--- src/rtl/arithmetic_unit_pkg.sv ---
// Shared constants and opcode encoding for the datapath arithmetic unit.
package arithmetic_unit_pkg;
  localparam int WORD_SIZE   = 19;
  localparam int OPCODE_SIZE = 5;

  typedef enum logic [OPCODE_SIZE-1:0] {
    OP_ADD = 5'h00,
    OP_SUB = 5'h01,
    OP_MUL = 5'h02,
    OP_DIV = 5'h03,
    OP_INC = 5'h04,
    OP_DEC = 5'h05
  } opcode_t;
endpackage

--- src/rtl/arithmetic_unit_divider.sv ---
// Combinational unsigned divider; kept separate so a multi-cycle divider can drop in later.
module au_divider #(
  parameter int W = 19
) (
  input  logic [W-1:0] dividend_i,
  input  logic [W-1:0] divisor_i,
  output logic [W-1:0] quotient_o,
  output logic         div_by_zero_o
);
  always_comb begin
    div_by_zero_o = (divisor_i == '0);
    // Divide-by-zero saturates to all ones rather than leaving X from the operator.
    quotient_o    = div_by_zero_o ? '1 : dividend_i / divisor_i;
  end
endmodule

--- src/rtl/arithmetic_unit.sv ---
// Unsigned ADD/SUB/MUL/DIV/INC/DEC with one registered result stage and status flags.
module arithmetic_unit
  import arithmetic_unit_pkg::*;
(
  input  logic                   clk,
  input  logic                   rst,
  input  logic                   en,
  input  logic [OPCODE_SIZE-1:0] opcode,
  input  logic [WORD_SIZE-1:0]   operand_1,
  input  logic [WORD_SIZE-1:0]   operand_2,
  output logic [WORD_SIZE-1:0]   out,
  output logic                   out_valid,
  output logic                   zero,
  output logic                   carry,
  output logic                   overflow,
  output logic                   div_by_zero,
  output logic                   illegal_op
);
  localparam int W = WORD_SIZE;

  logic [W-1:0]   out_q, out_d;
  logic           valid_q, zero_q, zero_d, carry_q, carry_d;
  logic           ovf_q, ovf_d, dbz_q, dbz_d, ill_q, ill_d;

  logic [W:0]     sum, diff, incr, decr;
  logic [2*W-1:0] prod;
  logic [W-1:0]   quot;
  logic           quot_dbz;

  assign sum  = {1'b0, operand_1} + {1'b0, operand_2};
  assign diff = {1'b0, operand_1} - {1'b0, operand_2};
  assign incr = {1'b0, operand_1} + (W+1)'(1);
  assign decr = {1'b0, operand_1} - (W+1)'(1);
  assign prod = (2*W)'(operand_1) * (2*W)'(operand_2);

  au_divider #(.W(W)) u_div (
    .dividend_i    (operand_1),
    .divisor_i     (operand_2),
    .quotient_o    (quot),
    .div_by_zero_o (quot_dbz)
  );

  always_comb begin
    out_d   = '0;
    carry_d = 1'b0;
    ovf_d   = 1'b0;
    dbz_d   = 1'b0;
    ill_d   = 1'b0;
    case (opcode)
      OP_ADD: begin out_d = sum[W-1:0];  carry_d = sum[W];  end
      OP_SUB: begin out_d = diff[W-1:0]; carry_d = diff[W]; end
      OP_MUL: begin out_d = prod[W-1:0]; ovf_d = |prod[2*W-1:W]; end
      OP_DIV: begin out_d = quot;        dbz_d = quot_dbz;  end
      OP_INC: begin out_d = incr[W-1:0]; carry_d = incr[W]; end
      OP_DEC: begin out_d = decr[W-1:0]; carry_d = decr[W]; end
      default: ill_d = 1'b1;
    endcase
    // An illegal op reports out=0 but must not look like a genuine zero result.
    zero_d = ~ill_d && (out_d == '0);
  end

  always_ff @(posedge clk) begin
    if (rst) begin
      out_q   <= '0;
      valid_q <= 1'b0;
      zero_q  <= 1'b0;
      carry_q <= 1'b0;
      ovf_q   <= 1'b0;
      dbz_q   <= 1'b0;
      ill_q   <= 1'b0;
    end else begin
      valid_q <= en;
      if (en) begin
        out_q   <= out_d;
        zero_q  <= zero_d;
        carry_q <= carry_d;
        ovf_q   <= ovf_d;
        dbz_q   <= dbz_d;
        ill_q   <= ill_d;
      end
    end
  end

  assign out         = out_q;
  assign out_valid   = valid_q;
  assign zero        = zero_q;
  assign carry       = carry_q;
  assign overflow    = ovf_q;
  assign div_by_zero = dbz_q;
  assign illegal_op  = ill_q;
endmodule

--- config.mk ---
export PLATFORM = sky130hd
export DESIGN_NAME = arithmetic_unit
export DESIGN_NICKNAME = d
export VERILOG_FILES = /design/src/rtl/arithmetic_unit_pkg.sv /design/src/rtl/arithmetic_unit_divider.sv /design/src/rtl/arithmetic_unit.sv
export SDC_FILE = /design/constraint.sdc
export NUM_CORES = 2
export LEC_CHECK = 0
export CORE_ASPECT_RATIO = 0.5
export CORE_MARGIN = 10
export CORE_UTILIZATION = 27
export CTS_BUF_LIST = sky130_fd_sc_hd__clkbuf_4 sky130_fd_sc_hd__clkbuf_8
export DETAILED_ROUTE_END_ITERATION = 10
export SYNTH_ARGS = -nofsm -noshare
export SYNTH_HDL_FRONTEND = slang
export SYNTH_SLANG_ARGS = --single-unit
--- constraint.sdc ---
create_clock -name clk -period 40.5 [get_ports clk]
set_input_delay 4.05 -clock clk [delete_from_list [all_inputs] [get_ports clk]]
set_output_delay 4.05 -clock clk [all_outputs]
set_load 0.02 [all_outputs]
Yosys cells after proc, flatten, opt, wreduce, memory -nomap -nowiden:

Index checks and enable logic that the tools add are counted.

* add/sub/neg operators: 4
* multiply operators: 1
* divide/modulo/power cells: 1
* equality and inequality tests: 5
* multiplexer cells: 6
* reduce and logical (&&, ||, !) cells: 6

Operator list (count)
* $pmux 19 s6: 1
* $logic_not 19->1: 2
* $mul 19x19->38: 1
* $add 19x1->20 const B: 1
* $add 19x19->20: 1
* $sub 19x1->20 const B: 1
* $sub 19x19->20: 1
* $div 19x19->19: 1
* $mux 19: 1
* $reduce_or 19->1: 1
* $eq 5x2->1 const B: 2
* $eq 5x3->1 const B: 2
* $reduce_or 6->1: 1
* $eq 5x1->1 const B: 1
* $logic_not 5->1: 1
* $pmux 1 s4: 1
* $mux 1: 3
* $logic_and 1x1->1: 1

* flip-flop bits (word level): 25
* input port bits: 46
* output and inout bits: 25
* logic and storage cells: 30

Depth between registers and ports, before layout:

* depth after elaboration: 5
* mapped depth: 173
* gate-level depth less buffers: 159

By module:

A second synthesis with hierarchy kept.

* cells, all modules: 3329
* area, all modules: 25574.5 sq um

By module, submodules not included
* arithmetic_unit: times used 1, cells each 1918, area each 15806.4 sq um
* au_divider: times used 1, cells each 1411, area each 9768.1 sq um

Worst setup path before layout:

OpenSTA, ideal clock, no wires.

* path type: input port to flip-flop
* start: input operand_2[16]
* end: register zero_q (netlist: zero)
* arrival: 38.099 ns
* slack: 2.340 ns
* cell stages on the path: 156
* path through: or4_4 or3_1 buf_2 nor2_1 buf_2 nand2_1 o21ai_0 o31ai_1 ha_1 o21ai_0 a21o_1 or4_4 o21a_1 ha_1 o21ai_0 a21oi_1 o2111ai_2 nor3b_1 [... 120 more ...] a211oi_1 and3_1 o21a_1 nor2_1 o21ai_0 clkbuf_1 mux2_2 ha_1 a21o_1 a21o_1 a211oi_1 o221a_2 o41ai_1 nor2_1 nand3_1 nor4_1 and4b_1 a32o_1

* longest elaborated chain between the ends: 5
* elaborated cells between the ends (all ways): 9
* classes of those cells: add/sub: 2; mul: 1; div: 1; mux: 2; reduce/logical: 3

RTL lines
* start, declared: RTL line arithmetic_unit.sv:10 `input logic [WORD_SIZE-1:0] operand_2,`
* $div 19x19->19 or $logic_not 19->1 (tied branches): RTL line arithmetic_unit_divider.sv:13, arithmetic_unit_divider.sv:11
* $mux 19: RTL line arithmetic_unit_divider.sv:13 `quotient_o = div_by_zero_o ? '1 : dividend_i / divisor_i;`
* $pmux 19 s6 (*): RTL line arithmetic_unit.sv:49 `case (opcode)`
* $logic_not 19->1 (*): RTL line arithmetic_unit.sv:59 `zero_d = ~ill_d && (out_d == '0);`
* $logic_and 1x1->1 (*): RTL line arithmetic_unit.sv:59
* end signal, assigned: RTL line arithmetic_unit.sv:75 `zero_q <= zero_d;`
* end, declared: RTL line arithmetic_unit.sv:22 `logic valid_q, zero_q, zero_d, carry_q, carry_d;`

Mark *: on every way between the ends. The rest lies on a longest branch, timed or not.
A chain may end at the register's enable or synchronous reset.

Worst setup path in the final report:

* start: input operand_2[8]
* end: register zero_q (netlist: zero)

The elaborated chain is that of the path after synthesis.

==> out/metrics.yaml <==
status:
  outcome: "complete, no violations"
synth:
  synthFlopType: "dfxtp_1"
  synthMuxAreaShare_pct: 2.34
  ys_warn_count: 0
  syn-cell-area_sq_um: 25400
  ys_ff_latch: 25
  synthCells: 3329
  async_reset_ff_share_pct: 0
  synthAdderAreaFrac_pct: 40.5
  synth.distinct_cells: 98
  synthXorXnorAreaFrac_pct: 5.08
  synth-edff-count: 0
  synth_top_family_by_area: "adder cells"
  avgSynthCellArea_sq_um: 7.62
  synth-simple-area-share_pct: 20.2
  synth_compound_area_share_pct: 21.1
  seq_area_frac_synth_pct: 1.97
  synth_nets: 4022
min_path:
  hp-class: "flop to flop"
  holdCritStartpoint: "out[6]"
  worstHoldPathCells: 2
  hold_path_end: "out[6]"
drt:
  drtIter0Drc: 1974
  dr_total_vias: 25300
  first_pass_iters: 7
  drtAntennaViolNets: 0
  via_per_inst: 5.45
  drcViolationCount: 0
  detail_route.wl_per_cell_um: 21.0
  wl_um: 97500
die:
  dieArea_sq_um: 107000
  placementRows: 79
  dieHeight_um: 237
  die_w_um: 453
  core_sq_um: 93100
  io_pins: 71
  initial_core_util_pct: 27.2
layout:
  layout_common_cells: "inv_1 (442), ha_1 (357), nor2_1 (331)"
  fillCellCount: 9996
  area_growth_pct: 11.5
  final_area_sq_um: 28300
  drive_above_1_share_pct: 7.88
  fin_util_pct: 30.4
  final_common_cell: "inv_1"
  num_antenna_cells: 0
  fin_nets: 4071
timing:
  finalCriticalPeriod_ns: 38.76
  worst_slew_pin_slew_ns: 1.07
  finalCritPeriodShare_pct: 95.7
  fmax_mhz: 25.8
  holdWs_ns: 0.475
  relSlewSlack_pct: 28.5
  setup_viol: 0
  finClkSkew_ns: 0
  slew_violations: 0
  hold_violations: 0
setup_path:
  cp.required_ns: 40.72
  ff2ff_path_depth: 1
  arrival_ns: 38.99
  crit_path_end_kind: "flop"
  path_class: "input port to flop"
  reg2reg_from: "out[3]"
  slowest_stage: "or4_1"
  path_common_cell: "ha_1"
  critPathMaxFanout: 17
  timing.rr.end: "out[3]"
  startpoint_type: "input port"
  crit_path_max_incr_delay_ns: 0.62
  reg2reg_slack_ns: 39.67
placed_design:
  dp_hpwl_um: 76500
  placed_cell_area_sq_um: 27800
  gp_congestion: 0.977
  port_buffers: 70
power:
  totalPowerFinal_mw: 1.98
  vdd_drop_max_uv: 91.1
  power_density_nw_per_um2: 69.9
  power.leakage_nw: 13.0
clock_tree:
  cts_max_level: 1
  postCtsHoldBufs: 0
  clockBufferDepth: 2
  cts_tree: "built"
  insertion_delay_ns: 0.27
  clkTransAtPathRegs_ns: 0.10
  clock_sinks: 25
  cts-buffers-inserted: 3
  cts-root-buf: "clkbuf_8"
grt:
  grt_usage_pct: 17.5
  grt_pass1_wl_um: 150000
  grt_max_degree: 39
  grt_pass1_vias: 25300
  grt-ovfl-total: 0
  antenna_found_initial: 2
run:
  maxCapViolCount: 0
flip-flops by register name (all words and copies together) (netlist names):
name / count
zero: 1
div_by_zero: 1
carry: 1
overflow: 1
illegal_op: 1
out: 19
out_valid: 1
stage by stage:
| stage | TNS [ns] | setup WS [ns] | instances |
|---|---|---|---|
| finish | 0 | 1.74 | 4632 |
| global route | -0.106 | -0.106 | 4632 |
| CTS | 0 | 0.145 | 4617 |
| detailed placement | -0.312 | -0.312 | 4613 |
| global placement | 0 | 0.457 | 4613 |
| floorplan | 0 | 2.34 | 3329 |
final cells by class:
type	instances	area, sq um	area share (%)
Timing Repair Buffer	179	1530	5.40
Tap cell	1255	1570	5.55
Clock inverter	1	7.51	0.0266
Inverter	457	1720	6.07
Sequential cell	25	500	1.77
Clock buffer	3	41.3	0.146
Multi-Input combinational cell	2712	22900	81.0
routing by layer:
metal	vias up	track usage [%]	wire [um]
met5	-	0	0
met4	0	6.79	4560
met3	239	2.27	7000
met2	1040	29.5	44900
met1	12500	22.6	41100
li1	11500	-	-
worst max path at each step:
stage / slack, ns / from / depth (start not counted) / to
after CTS: 0.14 / operand_2[17] / 151 / zero
after global routing: -0.11 / operand_2[17] / 159 / zero
after global placement: 0.46 / operand_2[17] / 150 / zero
final: 1.74 / operand_2[8] / 154 / zero
after floorplan: 2.34 / operand_2[16] / 156 / zero
after detailed placement: -0.31 / operand_2[17] / 151 / zero
where the power goes:
part | switching [mW] | internal (mW)
logic | 1.19 | 0.749
clock network | 0.00847 | 0.00698
registers | 0.000339 | 0.0251
cells by family (layout without fill, tap and decap cells):
group | after synthesis | after routing
xor+xnor | 147 | 147
mux | 55 | 55
buf+inv | 594 | 640
compound gates | 782 | 784
simple gates | 1079 | 1079
fa+ha+maj | 647 | 647
flops | 25 | 25
Yosys cell counts, types with 69 or more instances:
master / n / share of area, %
a21o_1: 69 / 2.0
a21oi_1: 188 / 3.7
and2_1: 109 / 2.7
clkbuf_1: 124 / 1.8
fa_1: 290 / 23
ha_1: 357 / 18
inv_1: 443 / 6.6
nand2_1: 299 / 4.4
nor2_1: 333 / 4.9
nor3_1: 75 / 1.5
o21ai_0: 132 / 2.6
xnor2_1: 103 / 3.6
worst max-delay path: cells and delay by family:
| kind | cells | cell delay, ns |
|---|---|---|
| compound gates | 73 | 15.30 |
| simple gates | 45 | 9.44 |
| fa+ha+maj | 18 | 5.69 |
| mux | 6 | 2.25 |
| buf+inv | 11 | 2.14 |
| xor+xnor | 1 | 0.09 |
timing repair:
item	4_1_cts	5_1_grt
hold endpoints to repair	0	0
setup endpoints to repair	1	3
resized for setup	1	59
pin swaps	0	11
gates cloned	0	2
setup buffers	0	13
Power figures use the tool's default switching activity.
